`src/rtl/usr_pkg.sv`:
```
// Shared receiver-mode encodings and FSM state type for the universal shift
// register transmitter.
package usr_pkg;

  localparam logic [1:0] SEL_HOLD = 2'b00;
  localparam logic [1:0] SEL_SHL  = 2'b01;
  localparam logic [1:0] SEL_SHR  = 2'b10;
  localparam logic [1:0] SEL_LOAD = 2'b11;

  typedef enum logic {
    IDLE  = 1'b0,
    SHIFT = 1'b1
  } state_t;

  // Receiver mode for a word's direction: LSB-first words shift right.
  function automatic logic [1:0] dir_sel(input logic dir);
    return dir ? SEL_SHR : SEL_SHL;
  endfunction

endpackage

```
`src/rtl/usr_tx_hold_reg.sv`:
```
// One-deep {data, dir} holding buffer. Push is only legal while empty and pop
// only while full, so the two never coincide.
module usr_tx_hold_reg #(
  parameter int WIDTH = 4
) (
  input  logic             clk,
  input  logic             reset,
  input  logic             push,
  input  logic             pop,
  input  logic [WIDTH-1:0] data_in,
  input  logic             dir_in,
  output logic [WIDTH-1:0] data,
  output logic             dir,
  output logic             full
);

  always_ff @(posedge clk or posedge reset) begin
    if (reset) begin
      data <= '0;
      dir  <= 1'b0;
      full <= 1'b0;
    end else if (push) begin
      data <= data_in;
      dir  <= dir_in;
      full <= 1'b1;
    end else if (pop) begin
      full <= 1'b0;
    end
  end

endmodule

```
`src/rtl/universal_shift_tx.sv`:
```
// Parallel-to-serial transmitter: serialises each accepted word one bit per
// clock and drives the receiver's sel so it reassembles the word.
module universal_shift_tx
  import usr_pkg::*;
#(
  parameter int WIDTH = 4
) (
  input  logic             clk,
  input  logic             reset,
  input  logic [WIDTH-1:0] inp,
  input  logic             inp_dir,
  input  logic             inp_valid,
  output logic             inp_ready,
  output logic             serial_out,
  output logic [1:0]       sel_out,
  output logic             busy,
  output logic             frame_done
);

  localparam int CW = $clog2(WIDTH);
  localparam logic [CW-1:0] LAST_IDX = CW'(WIDTH - 1);

  // Handshake: a word is accepted on any rising edge where inp_valid and
  // inp_ready are both high; inp/inp_dir must hold while valid waits on ready.
  logic             hold_full;
  logic [WIDTH-1:0] hold_data;
  logic             hold_dir;
  logic             push;
  logic             load;

  state_t           state, state_next;
  logic [CW-1:0]    count, count_next;
  logic [WIDTH-1:0] shifter, shifter_next;
  logic             dir_q, dir_next;
  logic             serial_next;
  logic [1:0]       sel_next;

  assign inp_ready  = !hold_full && !reset;
  assign push       = inp_valid && inp_ready;
  assign busy       = (state == SHIFT);
  assign frame_done = (state == SHIFT) && (count == '0);

  usr_tx_hold_reg #(.WIDTH(WIDTH)) u_hold (
    .clk     (clk),
    .reset   (reset),
    .push    (push),
    .pop     (load),
    .data_in (inp),
    .dir_in  (inp_dir),
    .data    (hold_data),
    .dir     (hold_dir),
    .full    (hold_full)
  );

  // The shifter always holds the bits not yet presented; the bit on
  // serial_out has already been consumed from it.
  always_comb begin
    state_next   = state;
    count_next   = count;
    shifter_next = shifter;
    dir_next     = dir_q;
    serial_next  = serial_out;
    sel_next     = sel_out;
    load         = 1'b0;

    case (state)
      IDLE: begin
        if (hold_full) load = 1'b1;
      end
      SHIFT: begin
        if (count == '0) begin
          if (hold_full) begin
            load = 1'b1;
          end else begin
            state_next  = IDLE;
            serial_next = 1'b0;
            sel_next    = SEL_HOLD;
          end
        end else begin
          serial_next  = dir_q ? shifter[0] : shifter[WIDTH-1];
          shifter_next = dir_q ? (shifter >> 1) : (shifter << 1);
          count_next   = count - 1'b1;
        end
      end
      default: begin
        state_next  = IDLE;
        serial_next = 1'b0;
        sel_next    = SEL_HOLD;
      end
    endcase

    if (load) begin
      state_next   = SHIFT;
      dir_next     = hold_dir;
      count_next   = LAST_IDX;
      serial_next  = hold_dir ? hold_data[0] : hold_data[WIDTH-1];
      shifter_next = hold_dir ? (hold_data >> 1) : (hold_data << 1);
      sel_next     = dir_sel(hold_dir);
    end
  end

  always_ff @(posedge clk or posedge reset) begin
    if (reset) begin
      state      <= IDLE;
      count      <= '0;
      shifter    <= '0;
      dir_q      <= 1'b0;
      serial_out <= 1'b0;
      sel_out    <= SEL_HOLD;
    end else begin
      state      <= state_next;
      count      <= count_next;
      shifter    <= shifter_next;
      dir_q      <= dir_next;
      serial_out <= serial_next;
      sel_out    <= sel_next;
    end
  end

endmodule

```
`config.mk`:
```
export PLATFORM = sky130hd
export DESIGN_NAME = universal_shift_tx
export DESIGN_NICKNAME = d
export VERILOG_FILES = /design/src/rtl/usr_pkg.sv /design/src/rtl/usr_tx_hold_reg.sv /design/src/rtl/universal_shift_tx.sv
export SDC_FILE = /design/constraint.sdc
export NUM_CORES = 1
export LEC_CHECK = 0
export BUFFER_PORTS_ARGS = -buffer_cell sky130_fd_sc_hd__buf_4
export CAP_MARGIN = 5
export CORE_AREA = 5 5 45 47
export CTS_BUF_LIST = sky130_fd_sc_hd__clkbuf_16
export CTS_CLUSTER_DIAMETER = 50
export CTS_CLUSTER_SIZE = 14
export DETAILED_ROUTE_END_ITERATION = 16
export DIE_AREA = 0 0 50 52
export PLACE_DENSITY = 0.74
export SKIP_LAST_GASP = 1
export SLEW_MARGIN = 20
export SYNTH_ARGS = -nofsm -noshare
export SYNTH_HDL_FRONTEND = slang
export SYNTH_SLANG_ARGS = --single-unit
export TNS_END_PERCENT = 20
```
`constraint.sdc`:
```
create_clock -name clk -period 3.45 [get_ports clk]
set_clock_uncertainty 0.1 [all_clocks]
set_input_delay 0.345 -clock clk [delete_from_list [all_inputs] [get_ports clk]]
set_output_delay 0.345 -clock clk [all_outputs]
set_load 0.05 [all_outputs]
```
; After elaboration in Yosys (flattened, before gate mapping)
; Index checks and enable logic that the tools add are counted.
[totals]
ff_bits = 17
inputBits = 8
[classes]
add_sub_neg = 1
n_eq_ne = 3
n_mux = 27
bitwise = 1
n_reduce_logical = 12
[ops]
columns = operator, count
row1 = 2-to-1 mux 4 bit, 5
row2 = 2-to-1 mux 2 bit, 8
row3 = 2-to-1 mux 1 bit, 13
row4 = nonzero test 2 bit, 3
row5 = inequality test 2 bit (second input constant), 2
row6 = AND reduction 2 bit, 2
row7 = logical AND 1 bit, 3
row8 = inequality test 3 bit (second input constant), 1
row9 = AND reduction 3 bit, 1
row10 = logical NOT 1 bit, 2
row11 = logical NOT 2 bit, 1
row12 = case mux 1 bit (2 select lines), 1
row13 = subtractor 2 x 1 -> 2 bit (second input constant), 1
row14 = NOT 1 bit, 1

; Depth between registers and ports, before layout
[logic_depth]
depth_word = 5
mapped_depth = 6
ltp_nobuf = 5

; Cells and area by module
; From an unflattened synthesis, not the netlist that was laid out.
[hier_totals]
cells_unflattened = 76
hier_area_um2 = 865.8
[modules_own_cells]
columns = module, instances, cells_per_inst, area_per_inst_um2
row1 = universal_shift_tx, 1, 61, 613.1
row2 = usr_tx_hold_reg, 1, 15, 252.7

; Least setup slack after synthesis
; Ideal clock, no wire load.
[synth_timing]
path_type = reg-to-reg
start = register u_hold.full
end = register u_hold.data[0]
setup_ns = 0.125
arrival_ns = 1.721
required_time_ns = 3.225
setup_slack_ns = 1.504
stages_incl_launch_ff = 5
path_buffers = 1
period_less_slack_ns = 1.946
path_cell_list = dfrtp_1 > nor2_1 > and2_1 > buf_6 > mux2_4
[synth_via]
elab_chain_cells = 3
[synth_lines]
columns = element, line_no
row1 = from (decl), usr_tx_hold_reg.sv:14  ; output logic full
row2 = from (signal assigned), usr_tx_hold_reg.sv:21  ; full <= 1'b0;
row3 = from (signal assigned), usr_tx_hold_reg.sv:25  ; full <= 1'b1;
row4 = from (signal assigned), usr_tx_hold_reg.sv:27  ; full <= 1'b0;
row5 = logical NOT 1 bit, universal_shift_tx.sv:38  ; assign inp_ready = !hold_full && !reset;
row6 = logical AND 1 bit, universal_shift_tx.sv:38
row7 = named net inp_ready, universal_shift_tx.sv:13  ; output logic inp_ready,
row8 = logical AND 1 bit, universal_shift_tx.sv:39  ; assign push = inp_valid && inp_ready;
row9 = to (signal assigned), usr_tx_hold_reg.sv:23  ; data <= data_in;
row10 = to (decl), usr_tx_hold_reg.sv:12  ; output logic [WIDTH-1:0] data,
; The timed path passes the listed nets, and every way through them passes these cells.
; A chain may end at the register's enable or synchronous reset.

; Worst setup path after layout
[layout_timing]
start = register count[0]
end = output port frame_done
[layout_via]
elab_chain_cells = 2
[layout_lines]
columns = element, line_no
row1 = from (decl), universal_shift_tx.sv:32  ; logic [CW-1:0] count, count_next;
row2 = from (signal assigned), universal_shift_tx.sv:112  ; count <= count_next;
row3 = logical NOT 2 bit, universal_shift_tx.sv:41  ; assign frame_done = (state == SHIFT) && (count == '0);
row4 = logical AND 1 bit, universal_shift_tx.sv:41
row5 = to (decl), universal_shift_tx.sv:17  ; output logic frame_done
; No other way between the ends.

==> metrics.yaml <==
die_w_um: 50
ys_top_cells_by_area: "dfrtp_1, mux2_4, o21ai_0, mux2i_1, buf_6"
arrival_ns: 1.21
dp_slack_ns: 1.862
htreeDepth: 1
gr-usage-all-layers_pct: 13.71
final_util_pct: 60.70
finalPower_mw: 1.063
drc: 0
period_minus_slack_ns: 1.653
clk_path_buf_depth: 2
die_h_um: 52
multiInputGateArea_sq_um: 340.3
hold_viol_final: 0
holdBufCountCts: 0
finalNetCount: 95
io_pins: 14
slew_violations: 0
cts_tree: "built"
wl_um: 1520
internal-power_uw: 643.5
grt_pass1_wl_um: 2663
holdWs_ns: 0.08564
cts.reportedPaths.clkPinSlew_ns: 0.05
synth_area_sq_um: 817.0
area_delta_synth_final_pct: 19.91
slowest_stage: "dfrtp_1"
overflow: 0
final_cells: 102
drt_iter0_drc: 10
die_area_sq_um: 2600
maxCapViolCount: 0
dp.cells: 98
cts.sinks: 17
p_leak_nw: 0.4732
ys_ff_latch: 17
grt_pass1_vias: 606
place.port_buffers: 13
cts_post_setup_buffers_inserted: 0
syn_nets: 82
cts_root_buf: "clkbuf_16"
antenna_cells: 0
fillerInstances: 152
worstPathCellList: "inv_1 -> ha_1 -> and2_1 -> buf_4"
crit_required_ns: 3.00
setup_viol: 0
synth_cell_types: 27
vias_per_cell: 5.716
synth_area_per_cell_sq_um: 11.19
slowest_delay_ns: 0.37
synth_top_area_share_pct: 52.07
grt_max_degree: 18
synth_area_leader_cell: "dfrtp_1"
pwr-share-seq_pct: 37.2
drive_gt1_share_pct: 28.24
antenna_found_initial: 0
cp_max_fo: 3
tightest_slew_ns: 0.6299
seqCellArea_sq_um: 425.4
cts_resized: 0
powerDensity_nw_per_um2: 1085
ant_nets: 0
outcome: "completed"
p_switching_uw: 419.5
crit_type: "flip-flop to primary output"
firstDrtPassIters: 4
clk_latency_ns: 0.25
synth_seq_area_share_pct: 52.07
vias: 583
initial_core_util_pct: 50.62
rsz0062_at_grt: "no"
power_frac_clock_pct: 21.6
cp-start-kind: "flip-flop"
placed_cell_area_sq_um: 899.6
cts_inserted_buffers: 3
fin_crit_sh_pct: 47.93
wl_per_cell_um: 14.90
switching_share_pct: 39.46
fin_tns_setup_ns: 0
max_freq_mhz: 604.8
core_region_area_sq_um: 1614
ir_worst_vdd_mv: 0.4962
slew_headroom_pct: 57.96
floorplan.rows: 15
fin_ws_ns: 1.797
combPwrFrac_pct: 41.2
yosysWarnings: 0
stdcell_area_sq_um: 979.7
min_path_type: "input port to asynchronous set/reset pin"
endpoint_kind: "primary output"
syn-instance-count: 73
dpl.hpwl_um: 1076
gp_congestion: 0.7420
[Yosys cell counts]
library cell / instances
o21ai_0: 8
buf_1: 1
nor3_1: 1
o22ai_1: 2
mux2_2: 1
mux2_4: 5
nor2_1: 2
o21ai_1: 1
and2_1: 2
a2bb2oi_1: 1
a21o_1: 1
a32oi_1: 1
a211oi_1: 2
nand3_1: 1
nand3b_1: 1
nand2b_1: 1
nand2_1: 4
mux2i_1: 3
and3_1: 1
buf_2: 2
ha_1: 1
inv_1: 4
a21oi_1: 4
nor2b_1: 3
dfrtp_1: 17
a21bo_2: 1
buf_6: 2
[layer usage]
| layer | vias to the layer above | track usage, % | part of all wire (%) |
|---|---|---|---|
| li1 | 280 | - | - |
| met1 | 276 | 16.36 | 45 |
| met2 | 22 | 21.13 | 46 |
| met3 | 5 | 4.011 | 6.6 |
| met4 | 0 | 9.170 | 3.0 |
| met5 | - | 0 | 0 |
[final timing paths]
| check | start | cells past startpoint | endpoint | slack [ns] |
|---|---|---|---|---|
| worst min register to register | count[0]$_DFFE_PP0P_ | 1 | count[0]$_DFFE_PP0P_ | 0.38 |
| worst max-delay path | count[0]$_DFFE_PP0P_ | 4 | frame_done | 1.80 |
| min in group clk | inp_dir | 2 | u_hold.dir$_DFFE_PP0P_ | 0.23 |
| worst min-delay path | reset | 2 | u_hold.data[0]$_DFFE_PP0P_ | 0.09 |
| worst max register to register | u_hold.full$_DFFE_PP0P_ | 3 | u_hold.data[3]$_DFFE_PP0P_ | 1.85 |
| max in group asynchronous | reset | 2 | u_hold.data[2]$_DFFE_PP0P_ | 2.75 |
[cell type report]
cell class / count / area share, %
clock buffer: 3 / 7.663
sequential: 17 / 43.42
clock inverter: 1 / 0.5109
tap: 17 / 2.171
inverter: 4 / 1.533
timing repair buffer: 13 / 9.962
multi-input combinational: 47 / 34.74
[sequential cells by signal, indices dropped and copies added (netlist names)]
| signal | cells |
|---|---|
| u_hold.data | 4 |
| u_hold.full | 1 |
| shifter | 4 |
| sel_out | 2 |
| serial_out | 1 |
| u_hold.dir | 1 |
| busy | 1 |
| count | 2 |
| dir_q | 1 |
[critical path: cells and delay by family (launching register included)]
| kind | cells | cell delay, ns |
|---|---|---|
| and+or+nand+nor | 1 | 0.15 |
| buffers and inverters | 2 | 0.23 |
| DFF | 1 | 0.37 |
| adders and majority gates | 1 | 0.21 |
[power groups by stage]
stage | Combinational (mW) | Clock (mW) | Sequential [mW]
6_report | 0.438 | 0.229 | 0.396
2_1_floorplan | 0.341 | 0 | 0.402
5_1_grt | 0.481 | 0.247 | 0.409
3_5_place_dp | 0.440 | 0 | 0.396
3_3_place_gp | 0.432 | 0 | 0.395
4_1_cts | 0.444 | 0.235 | 0.394
[cells in the final DEF, fill, tap and decap left out]
cell and n:
nor2_1 2, mux2_2 1, nand3_1 1, a2bb2oi_1 1
a21bo_2 1, a21oi_1 4, a21o_1 1, a32oi_1 1
a211oi_1 2, clkinv_2 1, o21ai_0 8, o21ai_1 1
and2_1 2, ha_1 1, mux2i_1 3, and3_1 1
nor3_1 1, dfrtp_1 17, inv_1 4, mux2_4 5
nor2b_1 3, nand2b_1 1, nand3b_1 1, o22ai_1 2
nand2_1 4, buf_4 13, clkbuf_16 3
[cells by family after synthesis]
kind of cell / share of synthesized area [%]
buf+inv: 6.278
flops: 52.07
mux: 14.24
compound gates: 15.62
fa+ha+maj: 1.531
simple gates: 10.26
(Power assumes the default switching activity.)
